===== src/rtl/one_unit_pkg.sv =====
// rtl/one_unit_pkg.sv - shared state encodings and default constants for the ICA iteration unit
//
// Contents:
//   ica_state_t  - 3-bit controller state encoding (one_unit_iter_controller)
//   fast_state_t - 3-bit fast-iteration sequencer encoding (the controller only sees its busy flag)
//   DEF_*        - default parameter values for the controller
//   sat_inc8     - 8-bit saturating increment
package one_unit_pkg;

  typedef enum logic [2:0] {
    ICA_IDLE   = 3'd0,
    ICA_LAUNCH = 3'd1,
    ICA_RUN    = 3'd2,
    ICA_NORM   = 3'd3,
    ICA_CONV   = 3'd4,
    ICA_DONE   = 3'd5,
    ICA_ERR    = 3'd6
  } ica_state_t;

  // Fast sequencer phases: 4 MUL + 127 MEAN + 1 MUL5 busy cycles, then SUB with busy low.
  typedef enum logic [2:0] {
    FAST_IDLE = 3'd0,
    FAST_MUL  = 3'd1,
    FAST_MEAN = 3'd2,
    FAST_MUL5 = 3'd3,
    FAST_SUB  = 3'd4
  } fast_state_t;

  localparam logic [7:0] DEF_MAX_ITER     = 8'd16;
  localparam logic [3:0] DEF_NORM_CYCLES  = 4'd4;
  localparam logic [3:0] DEF_RISE_TIMEOUT = 4'd4;
  localparam logic [8:0] DEF_BUSY_MAX     = 9'd256;

  function automatic logic [7:0] sat_inc8(input logic [7:0] v);
    return (v == 8'hFF) ? v : v + 8'd1;
  endfunction

endpackage


===== src/rtl/iter_timer.sv =====
// rtl/iter_timer.sv - 9-bit up-counter with clear and last-cycle flag
//
// Ports:
//   clk, rst_n - clock, asynchronous active-low reset
//   clear      - synchronous clear to zero (wins over en)
//   en         - count enable (saturates at all-ones)
//   limit      - number of cycles in the current window
//   count      - cycles already elapsed in the window
//   last       - high during the limit-th cycle of the window (count == limit-1)
module iter_timer (
  input  logic       clk,
  input  logic       rst_n,
  input  logic       clear,
  input  logic       en,
  input  logic [8:0] limit,
  output logic [8:0] count,
  output logic       last
);

  always_ff @(posedge clk or negedge rst_n) begin
    if (!rst_n) begin
      count <= 9'd0;
    end else if (clear) begin
      count <= 9'd0;
    end else if (en && (count != 9'h1FF)) begin
      count <= count + 9'd1;
    end
  end

  assign last = (count == (limit - 9'd1));

endmodule


===== src/rtl/one_unit_iter_controller.sv =====
// rtl/one_unit_iter_controller.sv - iteration controller around the fast ICA sequencer
//
// Ports:
//   clk_fast  - clock, rising edge
//   go_ica    - asynchronous active-low reset
//   start     - begin a run (sampled in IDLE/DONE/ERR only)
//   fast_busy - busy flag from the fast-iteration sequencer
//   converged - convergence verdict, read while en_conv=1
//   go_fast   - registered release for the fast sequencer (1 in LAUNCH and RUN)
//   en_norm   - normalise enable, NORM_CYCLES cycles per iteration
//   en_conv   - one-cycle convergence sample strobe
//   w_update  - one-cycle weight latch pulse, first NORM cycle
//   ica_busy, ica_done, ica_conv, ica_err - status flags
//   iter_cnt  - completed iterations in the current run
module one_unit_iter_controller
  import one_unit_pkg::*;
#(
  parameter logic [7:0] MAX_ITER     = DEF_MAX_ITER,
  parameter logic [3:0] NORM_CYCLES  = DEF_NORM_CYCLES,
  parameter logic [3:0] RISE_TIMEOUT = DEF_RISE_TIMEOUT,
  parameter logic [8:0] BUSY_MAX     = DEF_BUSY_MAX
) (
  input  logic       clk_fast,
  input  logic       go_ica,
  input  logic       start,
  input  logic       fast_busy,
  input  logic       converged,
  output logic       go_fast,
  output logic       en_norm,
  output logic       en_conv,
  output logic       w_update,
  output logic       ica_busy,
  output logic       ica_done,
  output logic       ica_conv,
  output logic       ica_err,
  output logic [7:0] iter_cnt
);

  ica_state_t state, state_next;

  logic [8:0] timer_count;
  logic [8:0] timer_limit;
  logic       timer_last;
  logic       timer_clear;
  logic       timer_en;

  logic       iter_max_hit;
  logic       launch_req;
  logic       go_fast_q;
  logic       ica_conv_q;
  logic [7:0] iter_cnt_q;

  always_ff @(posedge clk_fast or negedge go_ica) begin
    if (!go_ica) begin
      state <= ICA_IDLE;
    end else begin
      state <= state_next;
    end
  end

  // Widened so MAX_ITER = 8'hFF is still reachable without wrap.
  assign iter_max_hit = (({1'b0, iter_cnt_q} + 9'd1) == {1'b0, MAX_ITER});

  always_comb begin
    state_next = state;
    case (state)
      ICA_IDLE, ICA_DONE, ICA_ERR: begin
        if (start) state_next = ICA_LAUNCH;
      end
      ICA_LAUNCH: begin
        if (fast_busy)       state_next = ICA_RUN;
        else if (timer_last) state_next = ICA_ERR;
      end
      ICA_RUN: begin
        // The cycle busy drops is the sequencer's SUB cycle.
        if (!fast_busy)      state_next = ICA_NORM;
        else if (timer_last) state_next = ICA_ERR;
      end
      ICA_NORM: begin
        if (timer_last) state_next = ICA_NORM == state ? ICA_CONV : state;
      end
      ICA_CONV: begin
        // Convergence wins over the iteration limit for the ica_conv verdict.
        if (converged || iter_max_hit) state_next = ICA_DONE;
        else                           state_next = ICA_LAUNCH;
      end
      default: state_next = ICA_IDLE;
    endcase
  end

  always_comb begin
    timer_limit = BUSY_MAX;
    case (state)
      ICA_LAUNCH: timer_limit = {5'd0, RISE_TIMEOUT};
      ICA_NORM:   timer_limit = {5'd0, NORM_CYCLES};
      default:    timer_limit = BUSY_MAX;
    endcase
  end

  // One shared timer: every state change restarts the window.
  assign timer_clear = (state_next != state);
  assign timer_en    = (state == ICA_LAUNCH) || (state == ICA_RUN) || (state == ICA_NORM);

  iter_timer u_timer (
    .clk   (clk_fast),
    .rst_n (go_ica),
    .clear (timer_clear),
    .en    (timer_en),
    .limit (timer_limit),
    .count (timer_count),
    .last  (timer_last)
  );

  assign launch_req = (state_next == ICA_LAUNCH) &&
                      ((state == ICA_IDLE) || (state == ICA_DONE) || (state == ICA_ERR));

  always_ff @(posedge clk_fast or negedge go_ica) begin
    if (!go_ica) begin
      go_fast_q  <= 1'b0;
      iter_cnt_q <= 8'd0;
      ica_conv_q <= 1'b0;
    end else begin
      // Decoded from next state so the release is a clean flop output.
      go_fast_q <= (state_next == ICA_LAUNCH) || (state_next == ICA_RUN);
      if (launch_req) begin
        iter_cnt_q <= 8'd0;
        ica_conv_q <= 1'b0;
      end else if (state == ICA_CONV) begin
        iter_cnt_q <= sat_inc8(iter_cnt_q);
        if (converged) ica_conv_q <= 1'b1;
      end
    end
  end

  assign go_fast  = go_fast_q;
  assign iter_cnt = iter_cnt_q;
  assign ica_conv = ica_conv_q;
  assign en_norm  = (state == ICA_NORM);
  assign en_conv  = (state == ICA_CONV);
  assign w_update = (state == ICA_NORM) && (timer_count == 9'd0);
  assign ica_busy = (state == ICA_LAUNCH) || (state == ICA_RUN) ||
                    (state == ICA_NORM)   || (state == ICA_CONV);
  assign ica_done = (state == ICA_DONE);
  assign ica_err  = (state == ICA_ERR);

endmodule


===== config.mk =====
export PLATFORM = sky130hd
export DESIGN_NAME = one_unit_iter_controller
export DESIGN_NICKNAME = d
export VERILOG_FILES = /design/src/rtl/one_unit_pkg.sv /design/src/rtl/iter_timer.sv /design/src/rtl/one_unit_iter_controller.sv
export SDC_FILE = /design/constraint.sdc
export NUM_CORES = 1
export LEC_CHECK = 0
export CELL_PAD_IN_SITES_DETAIL_PLACEMENT = 0
export CELL_PAD_IN_SITES_GLOBAL_PLACEMENT = 1
export CORE_MARGIN = 2
export CORE_UTILIZATION = 48
export CTS_CLUSTER_DIAMETER = 80
export DETAILED_ROUTE_END_ITERATION = 8
export DONT_BUFFER_PORTS = 1
export PLACE_DENSITY_LB_ADDON = 0.08
export SLEW_MARGIN = 20
export SYNTH_ARGS = -nofsm -noshare
export SYNTH_HDL_FRONTEND = slang
export SYNTH_HIERARCHICAL = 1
export SYNTH_SLANG_ARGS = --single-unit

===== constraint.sdc =====
create_clock -name clk_fast -period 3.9 [get_ports clk_fast]
set_input_delay 0.585 -clock clk_fast [delete_from_list [all_inputs] [get_ports clk_fast]]
set_output_delay 0.585 -clock clk_fast [all_outputs]
set_load 0.02 [all_outputs]

# After elaboration in Yosys (flattened, before gate mapping)
# Index checks and enable logic that the tools add are counted.
# W data, S select, Z words.
# classes
eq_ne	15
n_mux	17
add_sub_neg	4
reduce_logical	19
# ops
op	n
$mux W9	3
$mux W8	3
$mux W3	7
$pmux W3 S5	1
$add A8 B1 Y9 const B	1
$add A9 B1 Y9 const B	1
$eq A3 B2 Y1 const B	3
$eq A3 B3 Y1 const B	3
$eq A9 B5 Y1 const B	1
$eq A9 B9 Y1	1
$logic_not A9 Y1	1
$ne A9 B9 Y1 const B	1
$sub A9 B1 Y9 const B	1
$add A8 B1 Y8 const B	1
$eq A8 B8 Y1 const B	1
$logic_or A1 B1 Y1	7
$eq A3 B1 Y1 const B	2
$reduce_bool A2 Y1	3
$reduce_and A2 Y1	2
$eq A2 B3 Y1 const A	1
$logic_and A1 B1 Y1	3
$logic_not A3 Y1	1
$mux W1	3
$ne A3 B3 Y1	1
3 further kinds	3
# word_totals
inputBits	5
reg_bits	22
output_inout_bits	16

# Logic depth before layout (Yosys ltp)
# Gate-level depths: netlist of run 1.
# logic_depth
ltp_word	12
depth_mapped	15
depth_no_buf	13

# By module
# The synthesis of run 1 kept the hierarchy.
# by_module_without_submodules
module	seq_area_each_um2	cells_per_inst	n_inst	area_each_um2
one_unit_iter_controller	325.3	106	1	940.9
iter_timer	225.2	92	1	795.8

# Worst setup path after synthesis of run 1
# Ideal clock, no wire load.
# synth_timing
kind	flip-flop to flip-flop
start	register state[0]
end	register u_timer.count[0]
period_less_slack_ns	3.469
setup_slack_ns	0.431
required_time_ns	3.828
setup_ns	0.072
stages_incl_launch_ff	16
t_arrival_ns	3.397
path_cell_list	dfrtp_1 buf_4 nor2b_1 inv_1 xor2_1 and4bb_1 a31o_1 a221oi_2 nor4b_2 nand2_1 mux2i_1 a22o_1 or3_4 mux2_4 buf_1 nor2_1
# synth_via
elab_chain_len	10
# synth_lines
element	line_no	rtl
start: declaration	one_unit_iter_controller.sv:39	ica_state_t state, state_next;
start signal: assignment	one_unit_iter_controller.sv:57	state <= state_next;
$eq A3 B2 Y1 / $eq A3 B1 Y1 (equally long branches)	one_unit_iter_controller.sv:93	case (state)
$reduce_or A2 Y1 (no line) (*)	n/a	
$mux W9 (*)	one_unit_iter_controller.sv:93	
via timer_limit[2]	one_unit_iter_controller.sv:42	logic [8:0] timer_limit;
$sub A9 B1 Y9 (*)	iter_timer.sv:30	assign last = (count == (limit - 9'd1));
$eq A9 B9 Y1 (*)	iter_timer.sv:30	
via timer_last	one_unit_iter_controller.sv:43	logic timer_last;
$mux W3	one_unit_iter_controller.sv:72, one_unit_iter_controller.sv:77	
$mux W3, on equally long branches	one_unit_iter_controller.sv:76, one_unit_iter_controller.sv:71	
$pmux W3 S5 (*)	one_unit_iter_controller.sv:66	case (state)
via state_next[2]	one_unit_iter_controller.sv:39	
$ne A3 B3 Y1 (*)	one_unit_iter_controller.sv:101	assign timer_clear = (state_next != state);
via timer_clear	one_unit_iter_controller.sv:44	logic timer_clear;
$mux W9 / $reduce_bool A2 Y1 (equally long branches)	n/a	
end signal: assignment	iter_timer.sv:26	count <= count + 9'd1;
end: declaration	iter_timer.sv:16	output logic [8:0] count,
# Mark *: on every way through the listed nets, which the timed path passes. The rest lies on a longest branch.
# A chain may end at the register's enable or synchronous reset.

# Final worst setup path of run 1
# layout_timing
start	register state[0]
end	register u_timer.count[5]
# The elaborated chain is that of the path after synthesis.

==> results.py, run 1 <==
metrics = {
    "sta": {
        "layout_setup_ws_ns": 0.4035,
        "maxSlewViolCount": 0,
        "fin_worst_skew_ns": 0.007598,
        "setup_viol": 0,
        "tightest_slew_ns": 0.5566,
        "period_needed_ns": 3.497,
        "rsz0062_at_grt": "false",
        "tns_ns": 0,
        "whs_ns": 0.2201,
        "fin_crit_sh_pct": 89.66,
        "relSlewSlack_pct": 62.82,
        "hold_viol": 0,
        "clock.fmax_ghz": 0.2860,
    },
    "global_route": {
        "first_global_vias": 1434,
        "grt_usage_pct": 19.36,
        "grt_max_degree": 23,
        "antenna_found_initial": 0,
        "overflow": 0,
        "grt_pass1_wl_um": 6444,
    },
    "power": {
        "ir_drop_mv": 0.2840,
        "seqPwrFrac_pct": 40.7,
        "clockPowerShare_pct": 20.2,
        "p_int_uw": 515.5,
        "netSwitchingPower_uw": 336.2,
        "powerDensity_mw_per_mm2": 438.9,
        "leakage_uw": 0.0008441,
        "switching_share_pct": 39.47,
        "p_comb_share_pct": 39.1,
    },
    "clock_network": {
        "path_clk_slew_ns": 0.13,
        "postCtsHoldBufs": 1,
        "postCtsSetupBuffers": 0,
        "cts.sink_count": 22,
        "cts_root_buf": "clkbuf_4",
        "cts_resized": 0,
        "clk_latency_ns": 0.30,
        "cts_tree": "yes",
        "cts_buffers": 3,
        "cts_htree_levels": 1,
        "clock_path_buffers": 2,
    },
    "detailed_routing": {
        "viasPerCell": 5.168,
        "drc": 0,
        "drt_pass1_iterations": 4,
        "drt_iter0_markers": 62,
        "ant_nets": 0,
        "vias": 1416,
        "wl_per_cell_um": 12.97,
        "routed_wl_um": 3555,
    },
    "floorplanning": {
        "die_area_mm2": 0.004115,
        "die_h_um": 64.15,
        "die_w_um": 64.15,
        "num_rows": 21,
        "coreArea_mm2": 0.003416,
        "start_util_pct": 50.84,
        "ios": 21,
    },
    "layout": {
        "fin_nets": 238,
        "final_cell_mix": "30 x conb_1, 29 x nor2_1, 22 x dfrtp_1",
        "syn_to_final_growth_pct": 11.74,
        "antenna_cells": 0,
        "layout_commonest_cell": "conb_1",
        "drive_above_1_share_pct": 9.211,
    },
    "logic_synthesis": {
        "synth_seq_area_share_pct": 31.70,
        "synth.avg_cell_area_um2": 8.771,
        "synth_edf_count": 0,
        "ys_async_sr_fraction_pct": 100.0,
        "synthFlopType": "dfrtp_1",
        "synthCells": 198,
        "synth_area_mm2": 0.001737,
        "synth_cell_types": 56,
        "yosys_warnings": 6,
        "ys_ff_latch": 22,
    },
    "worst_setup_path": {
        "regToRegSetupSlack_ns": 0.40,
        "crit_fanout": 15,
        "cp_data_required_time_ns": 4.14,
        "cpPeakStageDelay_ns": 0.61,
        "r2r_start": "state[0]$_DFF_PN0_",
        "worst_path_max_delay_cell": "dfrtp_1",
        "worst_setup_path_end_kind": "flip-flop",
        "worstSetupPathType": "reg -> reg",
        "timing.rr.end": "u_timer/count[5]$_DFFE_PN0P_",
        "worstPathArrival_ns": 3.73,
        "crit_chain": "nor2b_1 -> buf_4 -> inv_1 -> xor2_1 -> xnor2_1 -> a31o_1 -> a221oi_2 -> nor4b_2 -> nand2_1 -> mux2i_1 -> a22o_1 -> or3_4 -> mux2_4 -> nor2_1",
        "start_kind": "flip-flop",
        "worstRegToRegCells": 14,
    },
    "place": {
        "gp_congestion": 0.8851,
        "dp_slack_ns": 0.4342,
        "hpwlAfterDp_um": 2781,
        "portBuffers": 0,
    },
    "job": {
        "drv_cap": 0,
    },
    "outcome": {
        "status": "finished clean",
    },
    "hold_path": {
        "holdCritPathClass": "in -> async",
    },
}
==> flip-flops by register name, summed over array words and instances (netlist names) <==
register	flops
go_fast	1
ica_conv	1
iter_cnt	8
state	3
u_timer/count	9
==> power groups by stage <==
stage | combinational [uW] | sequential, uW | clock, uW
after floorplan | 291 | 317 | 0
after global placement | 322 | 348 | 0
after detailed placement | 327 | 351 | 0
after CTS | 335 | 346 | 178
after global routing | 371 | 357 | 187
final | 333 | 347 | 172
==> how the worst max path moves through the flow <==
stage	cells after the start	from	endpoint
6_report	14	state[0]$_DFF_PN0_	u_timer/count[5]$_DFFE_PN0P_
3_3_place_gp	14	state[0]$_DFF_PN0_	u_timer/count[3]$_DFFE_PN0P_
3_5_place_dp	14	state[0]$_DFF_PN0_	u_timer/count[5]$_DFFE_PN0P_
2_1_floorplan	15	state[0]$_DFF_PN0_	u_timer/count[0]$_DFFE_PN0P_
4_1_cts	14	state[0]$_DFF_PN0_	u_timer/count[5]$_DFFE_PN0P_
5_1_grt	14	state[0]$_DFF_PN0_	u_timer/count[5]$_DFFE_PN0P_
==> logic make-up (layout without fill, tap and decap cells) <==
logic type,Yosys count,count (layout),synth area share (%)
and+or+nand+nor,99,99,33.72
DFF,22,22,31.70
adders and majority gates,5,5,3.458
xor gates and xnor gates,23,23,11.60
buffers and inverters,12,13,3.314
other,1,30,0.2159
muxes,8,8,5.043
AOI/OAI and AO/OA,28,28,10.95
==> critical path: cells and delay by family, from the launching register on <==
kind / cells / cell delay [ns]
and+or+nand+nor: 5 / 0.95
DFF: 1 / 0.61
buffers and inverters: 2 / 0.26
xor gates and xnor gates: 2 / 0.43
AOI/OAI and AO/OA: 3 / 0.71
muxes: 2 / 0.47
==> area by class of cell <==
| cell class | instances | area, um^2 |
|---|---|---|
| Fill cell | 336 | 1475 |
| Inverter | 6 | 22.52 |
| Tap cell | 46 | 57.56 |
| Clock inverter | 1 | 30.03 |
| Sequential cell | 22 | 550.5 |
| Clock buffer | 3 | 22.52 |
| Timing Repair Buffer | 3 | 20.02 |
| Multi-Input combinational cell | 193 | 1237 |
==> Yosys cell counts, types with 5 or more instances <==
cell type | instances | area, um^2
mux2i_1 | 5 | 50.05
nand2b_1 | 9 | 56.30
nor2_1 | 29 | 108.9
dfrtp_1 | 22 | 550.5
o21ai_0 | 5 | 25.02
nor3_1 | 6 | 30.03
xnor2_1 | 10 | 87.58
inv_1 | 6 | 22.52
a21oi_1 | 8 | 40.04
xor2_1 | 13 | 113.9
nand2_1 | 19 | 71.32
==> layer usage <==
metal | global-route usage [%] | vias up | wire length, um
met5 | 0 | - | 0
met4 | 2.394 | 0 | 10
met2 | 35.81 | 25 | 1862
met3 | 2.641 | 2 | 123
met1 | 24.58 | 667 | 1558
li1 | - | 722 | -
==> metrics by stage <==
step	std cells	util [%]	area (um^2)	power, uW
4_1_cts	274	56.96	1946	858.7
3_3_place_gp	269	55.13	1883	670.2
6_report	274	56.81	1941	851.7
2_1_floorplan	227	-	1846	607.8
5_1_grt	274	56.81	1941	914.2
3_5_place_dp	269	55.13	1883	677.8
(Power assumes the default switching activity.)
==> run 2, diff against run 1 <==
--- a/config.mk
+++ b/config.mk
@@ -5,6 +5,7 @@
 export SDC_FILE = /design/constraint.sdc
 export NUM_CORES = 1
 export LEC_CHECK = 0
+export CAP_MARGIN = 20
 export CELL_PAD_IN_SITES_DETAIL_PLACEMENT = 0
 export CELL_PAD_IN_SITES_GLOBAL_PLACEMENT = 1
 export CORE_MARGIN = 2
@@ -16,5 +17,4 @@
 export SLEW_MARGIN = 20
 export SYNTH_ARGS = -nofsm -noshare
 export SYNTH_HDL_FRONTEND = slang
-export SYNTH_HIERARCHICAL = 1
 export SYNTH_SLANG_ARGS = --single-unit
==> results.py, run 2 <==
metrics = {
    "logic_synthesis": {
        "yosys.area.top_type": "dfrtp_1",
        "synth_xor_area_share_pct": 8.959,
        "yosys_warnings": 0,
        "muxShareOfSynthArea_pct": 2.048,
        "synthCells": 156,
        "ys_async_sr_fraction_pct": 100.0,
        "synth_fa_ha_area_share_pct": 3.413,
        "yosys.area.top_type_share_pct": 37.54,
        "synthFlopType": "dfrtp_1",
        "synth_area_mm2": 0.001466,
        "synth.area.top_cells": "dfrtp_1 38%, nor2_1 6.9%, xor2_1 6.6%, ha_1 3.4%, nand3_1 3.1%",
        "synth_edf_count": 0,
        "synthSimpleGateAreaFrac_pct": 32.68,
        "syn_nets": 165,
        "synth.avg_cell_area_um2": 9.400,
        "synth_top_family_by_area": "simple AND/OR/NAND/NOR gates",
        "synth_compound_area_share_pct": 12.80,
        "synth_common_cells": "27 x nor2_1, 22 x dfrtp_1, 11 x xor2_1",
        "synth_cell_types": 50,
        "synthMostInstantiatedCell": "nor2_1",
        "ys_ff_latch": 22,
        "synth_seq_area_share_pct": 37.54,
    },
    "power": {
        "powerDensity_mw_per_mm2": 726.5,
        "clockPowerShare_pct": 15.7,
        "p_comb_share_pct": 41.6,
        "ir_drop_mv": 0.3338,
        "netSwitchingPower_uw": 528.7,
        "switching_share_pct": 46.94,
        "seqPwrFrac_pct": 42.7,
        "leakage_uw": 0.0006758,
        "p_int_uw": 597.6,
    },
    "worst_setup_path": {
        "crit_fanout": 14,
        "worstSetupPathType": "reg -> out",
        "start_kind": "flip-flop",
        "timing.rr.end": "iter_cnt[4]$_DFFE_PN0P_",
        "regToRegSetupSlack_ns": 1.48,
        "worst_setup_path_end_kind": "primary output",
        "worstRegToRegCells": 5,
        "r2r_start": "state[2]$_DFF_PN0_",
        "crit_chain": "inv_1 -> nor3_1 -> nand3b_1 -> nor2_1",
        "worstPathArrival_ns": 2.18,
        "cp_num_buf_inv": 1,
        "cp_data_required_time_ns": 3.31,
        "cpPeakStageDelay_ns": 0.65,
        "critical_path.top_delay_family": "simple AND/OR/NAND/NOR gates",
        "worst_path_max_delay_cell": "dfrtp_1",
    },
    "sta": {
        "relSlewSlack_pct": 49.93,
        "hold_viol": 0,
        "fin_crit_sh_pct": 71.01,
        "maxSlewViolCount": 0,
        "layout_setup_ws_ns": 1.131,
        "tns_ns": 0,
        "setup_viol": 0,
        "period_needed_ns": 2.769,
        "clock.fmax_ghz": 0.3611,
        "fin_worst_skew_ns": 0.01057,
        "rsz0062_at_grt": "false",
        "tightest_slew_ns": 0.7453,
    },
    "detailed_routing": {
        "viasPerCell": 6.063,
        "drt_pass1_iterations": 4,
        "ant_nets": 0,
        "drt_iter0_markers": 65,
        "vias": 1158,
        "wl_per_cell_um": 16.43,
        "drc": 0,
        "routed_wl_um": 3139,
    },
    "place": {
        "place_inst": 186,
        "portBuffers": 0,
        "hpwlAfterDp_um": 2285,
        "gp_congestion": 0.8453,
        "dp_slack_ns": 1.493,
    },
    "floorplanning": {
        "start_util_pct": 49.24,
        "num_rows": 20,
        "die_area_mm2": 0.003513,
        "die_w_um": 59.27,
        "die_h_um": 59.27,
        "coreArea_mm2": 0.002978,
        "ios": 21,
    },
    "clock_network": {
        "clk_latency_ns": 0.31,
        "path_clk_slew_ns": 0.13,
        "postCtsSetupBuffers": 0,
        "cts_resized": 0,
        "cts_htree_levels": 1,
        "cts_buffers": 3,
        "postCtsHoldBufs": 1,
        "cts.sink_count": 22,
        "cts_root_buf": "clkbuf_4",
        "clock_path_buffers": 2,
        "cts_tree": "yes",
    },
    "layout": {
        "stdcell_count": 191,
        "layout_commonest_cell": "nor2_1",
        "fin_nets": 168,
        "drive_above_1_share_pct": 15.82,
        "antenna_cells": 0,
        "syn_to_final_growth_pct": 5.717,
        "largest-register": "u_timer.count",
        "fill_cells": 285,
        "largest_register_ffs": 9,
        "final_cell_mix": "27 x nor2_1, 22 x dfrtp_1, 11 x xor2_1",
    },
    "global_route": {
        "grt_pass1_wl_um": 5188,
        "grt_usage_pct": 19.54,
        "first_global_vias": 1109,
        "grt_max_degree": 23,
        "overflow": 0,
        "antenna_found_initial": 0,
        "gr-usage-met1_pct": 26.06,
        "grt.busiest_layer": "met2",
        "grt_use_met3_pct": 4.585,
        "met2_usage_pct": 30.93,
    },
    "outcome": {
        "status": "finished clean",
    },
    "hold_path": {
        "holdCritPathClass": "in -> async",
    },
    "job": {
        "drv_cap": 0,
    },
}
-- run 2: changes by cell type in the layout (fill, tap and decap cells not counted), moves of 3 or more --
cell and change:
o21ai_0 -3, nand3_1 +5, nand2b_1 -6, a21oi_1 -4, nor3_1 -4, nand2_1 -10, conb_1 -30, xnor2_1 -6
-- run 2: kinds of logic after synthesis --
group,Yosys count
mux,3
xor+xnor,15
simple gates,81
fa+ha+maj,4
buf+inv,9
compound gates,22
flops,22
-- run 2: power by group through the flow --
stage               combinational (uW)  clock [uW]  sequential [uW]
floorplan                          430           0              424
global placement                   468           0              475
detailed placement                 468           0              483
CTS                                476         185              478
global route                       525         192              495
finish                             468         176              481
-- run 2: worst max path at each step --
stage	startpoint	endpoint	slack [ns]	cells past startpoint
after floorplan	state[1]$_DFF_PN0_	w_update	1.66	5
after global placement	state[1]$_DFF_PN0_	w_update	1.53	4
after detailed placement	state[1]$_DFF_PN0_	w_update	1.49	4
after CTS	state[1]$_DFF_PN0_	w_update	1.11	4
after global routing	state[1]$_DFF_PN0_	w_update	0.92	4
final	state[1]$_DFF_PN0_	w_update	1.13	4
-- run 2: stage by stage --
stage	cell area, um^2	util [%]	total power (uW)	hold slack (ns)
after floorplan	1466	-	854.0	0.2894
after global placement	1493	50.13	943.2	0.2899
after detailed placement	1493	50.13	950.9	0.2899
after CTS	1555	52.23	1139	0.4133
after global routing	1550	52.06	1212	0.2290
final	1550	52.06	1126	0.2171
-- run 2: cell type report --
class | count | area, um^2 | share of cell area [%]
Inverter | 6 | 22.52 | 1.453
Clock buffer | 3 | 22.52 | 1.453
Sequential cell | 22 | 550.5 | 35.51
Clock inverter | 1 | 30.03 | 1.937
Tap cell | 33 | 41.29 | 2.663
Timing Repair Buffer | 1 | 5.005 | 0.3228
Multi-Input combinational cell | 125 | 878.3 | 56.66
-- run 2: metal layers --
metal / routed length [um] / vias up
met3: 130 / 4
met2: 1494 / 20
met1: 1472 / 569
li1: - / 565
met4: 41 / 0
met5: 0 / -
-- run 2: worst register-to-register path: stages (launching register included) --
cell	delay (ns)
dfrtp_1	0.69
inv_1	0.21
nor3_1	0.62
a21oi_1	0.08
nor2_1	0.58
nor2_1	0.13
==> RTL edit 1, RTL diff (flow settings as in run 1) <==
The package constant `DEF_MAX_ITER` goes from 8'd16 to 8'd8.
--- a/src/rtl/one_unit_pkg.sv
+++ b/src/rtl/one_unit_pkg.sv
@@ -26,7 +26,7 @@
     FAST_SUB  = 3'd4
   } fast_state_t;
 
-  localparam logic [7:0] DEF_MAX_ITER     = 8'd16;
+  localparam logic [7:0] DEF_MAX_ITER     = 8'd8;
   localparam logic [3:0] DEF_NORM_CYCLES  = 4'd4;
   localparam logic [3:0] DEF_RISE_TIMEOUT = 4'd4;
   localparam logic [8:0] DEF_BUSY_MAX     = 9'd256;
Behaviour: no difference found for any inputs over 10 cycles, from zero or initial values; that may be too few to reach the edited logic, so the function may still have changed.
==> RTL edit 1 against run 1 <==
  * Area after synthesis increased by 0.22%
  * Highest routed layer unchanged
  * Wire length decreased by 2.5%
  * Critical endpoint is now u_timer/count[6]
  * Sequential cell count unchanged
  * Hold slack improved by 0.21 ns
  * Setup slack improved by 0.035 ns
  * Cell area increased by 0.90%
  * Largest power group unchanged
  * Power increased by 30%
  * Non-clock buffer count increased by 1
==> RTL edit 1: results (changes against run 1) <==
Worst Path Arrival - 3.65 ns (-0.08 ns)
DR iter-0 viols - 84 (+35%)
First-pass GRT wire length - 6020 um (-6.6%)
Async S/R FF share, synth - 100% (unchanged)
Share of layout cells above drive strength 1 - 8.62% (-0.59 points)
Cell Count, Final, Fillers Out - 278 (+1.5%)
Sequential area share after synthesis - 31.6% (-0.068 points)
Synth Flop Type - dfrtp_1
Final setup margin - 0.439 ns (+0.0354 ns)
Worst-case clock skew - 0.00513 ns (-0.00247 ns)
Vias in the first global route - 1352 (-5.7%)
GRT Util Overall - 18.3% (-1.1 points)
Adder-cell share of the synthesized area - 3.45% (-0.0075 points)
Yosys Warn Count - 6 (unchanged)
Hold Path Class - input pin to flip-flop
Area contributors post-synth - dfrtp_1 32%, nor2_1 7.1%, xnor2_1 7.0%
Worst-path fanout max - 10 (-5)
Largest register by flop count - u_timer/count
Synth Area in XOR/XNOR - 13.6% (+2.0 points)
Outcome - complete, no violations
H-tree levels - 1 (unchanged)
Pleak - 0.853 nW (+1.1%)
Vias/cell - 5.21 (+0.72%)
Routed wire length - 3470 um (-2.5%)
Avg Cell Area, Syn - 8.62 sq um (-1.8%)
Post-synthesis mux area share - 4.67% (-0.37 points)
Unique masters post-synth - 56 (unchanged)
Root Driver - clkbuf_4
Most frequent cells after synthesis - 33 x nor2_1, 22 x dfrtp_1, 18 x nand2_1, 14 x xnor2_1, 13 x xor2_1
Detailed placement HPWL - 2700 um (-2.8%)
GPL Wtd Cong - 0.794 (-10%)
DP Cell Count - 273 (+1.5%)
Post-synthesis compound-gate area fraction - 12.3% (+1.3 points)
Post-Place Cell Area - 0.00190 sq mm (+0.66%)
Fin nets - 242 (+1.7%)
Maximum VDD drop - 418 uV (+47%)
Max Buffers Root-to-Sink - 2 (unchanged)
Number of I/O port buffers - 0 (unchanged)
Worst Max-Slew Pin Slew - 0.950 ns (+0.393 ns)
==> RTL edit 1: area by class of cell <==
cell class	count	area (sq um)
timing repair buffer	4	32.5
sequential	22	551
clock buffer	3	22.5
tap	46	57.6
fill	327	1460
multi-input combinational	195	1240
clock inverter	1	30.0
inverter	7	26.3
==> RTL edit 1: metal layers <==
metal,global-route usage [%],up-vias,wire (um)
li1,-,733,-
met1,22.8,664,1510
met2,32.0,46,1710
met3,3.87,4,223
met4,4.52,0,25
met5,0,-,0
==> RTL edit 1: path summary, 6_finish.rpt <==
| path | startpoint | to | slack (ns) | depth (start not counted) |
|---|---|---|---|---|
| setup reg to reg | state[2] | u_timer/count[6] | 0.44 | 13 |
| setup / recovery | state[2] | u_timer/count[6] | 0.44 | 13 |
| min in group asynchronous | go_ica | iter_cnt[5] | 0.86 | 1 |
| max in group asynchronous | go_ica | state[0] | 2.46 | 1 |
| hold / removal | converged | ica_conv | 0.43 | 2 |
| hold reg to reg | u_timer/count[4] | u_timer/count[4] | 0.63 | 2 |
==> RTL edit 1: timing repair <==
action                     4_1_cts  5_1_grt
hold buffers                     1        0
hold endpoints to repair        22        0
setup endpoints to repair        0        0
setup buffers                    0        0
==> RTL edit 1: critical path, cell delays in order, from the launching register on <==
cell	delay (ns)
dfrtp_1	0.39
nor2b_1	0.53
inv_1	0.12
xor2_1	0.30
xnor2_1	0.11
a31o_1	0.23
a221oi_2	0.23
nor4b_2	0.10
nand2_1	0.15
mux2i_1	0.09
a221o_1	0.36
a31o_4	0.24
a31oi_2	0.39
nor2_1	0.10
==> RTL edit 1: where the power goes <==
part | switching (mW) | leakage (nW) | internal (mW) | total [mW]
logic | 0.262 | 0.539 | 0.199 | 0.461
clock network | 0.0667 | 0.0279 | 0.104 | 0.171
registers | 0.172 | 0.287 | 0.300 | 0.472
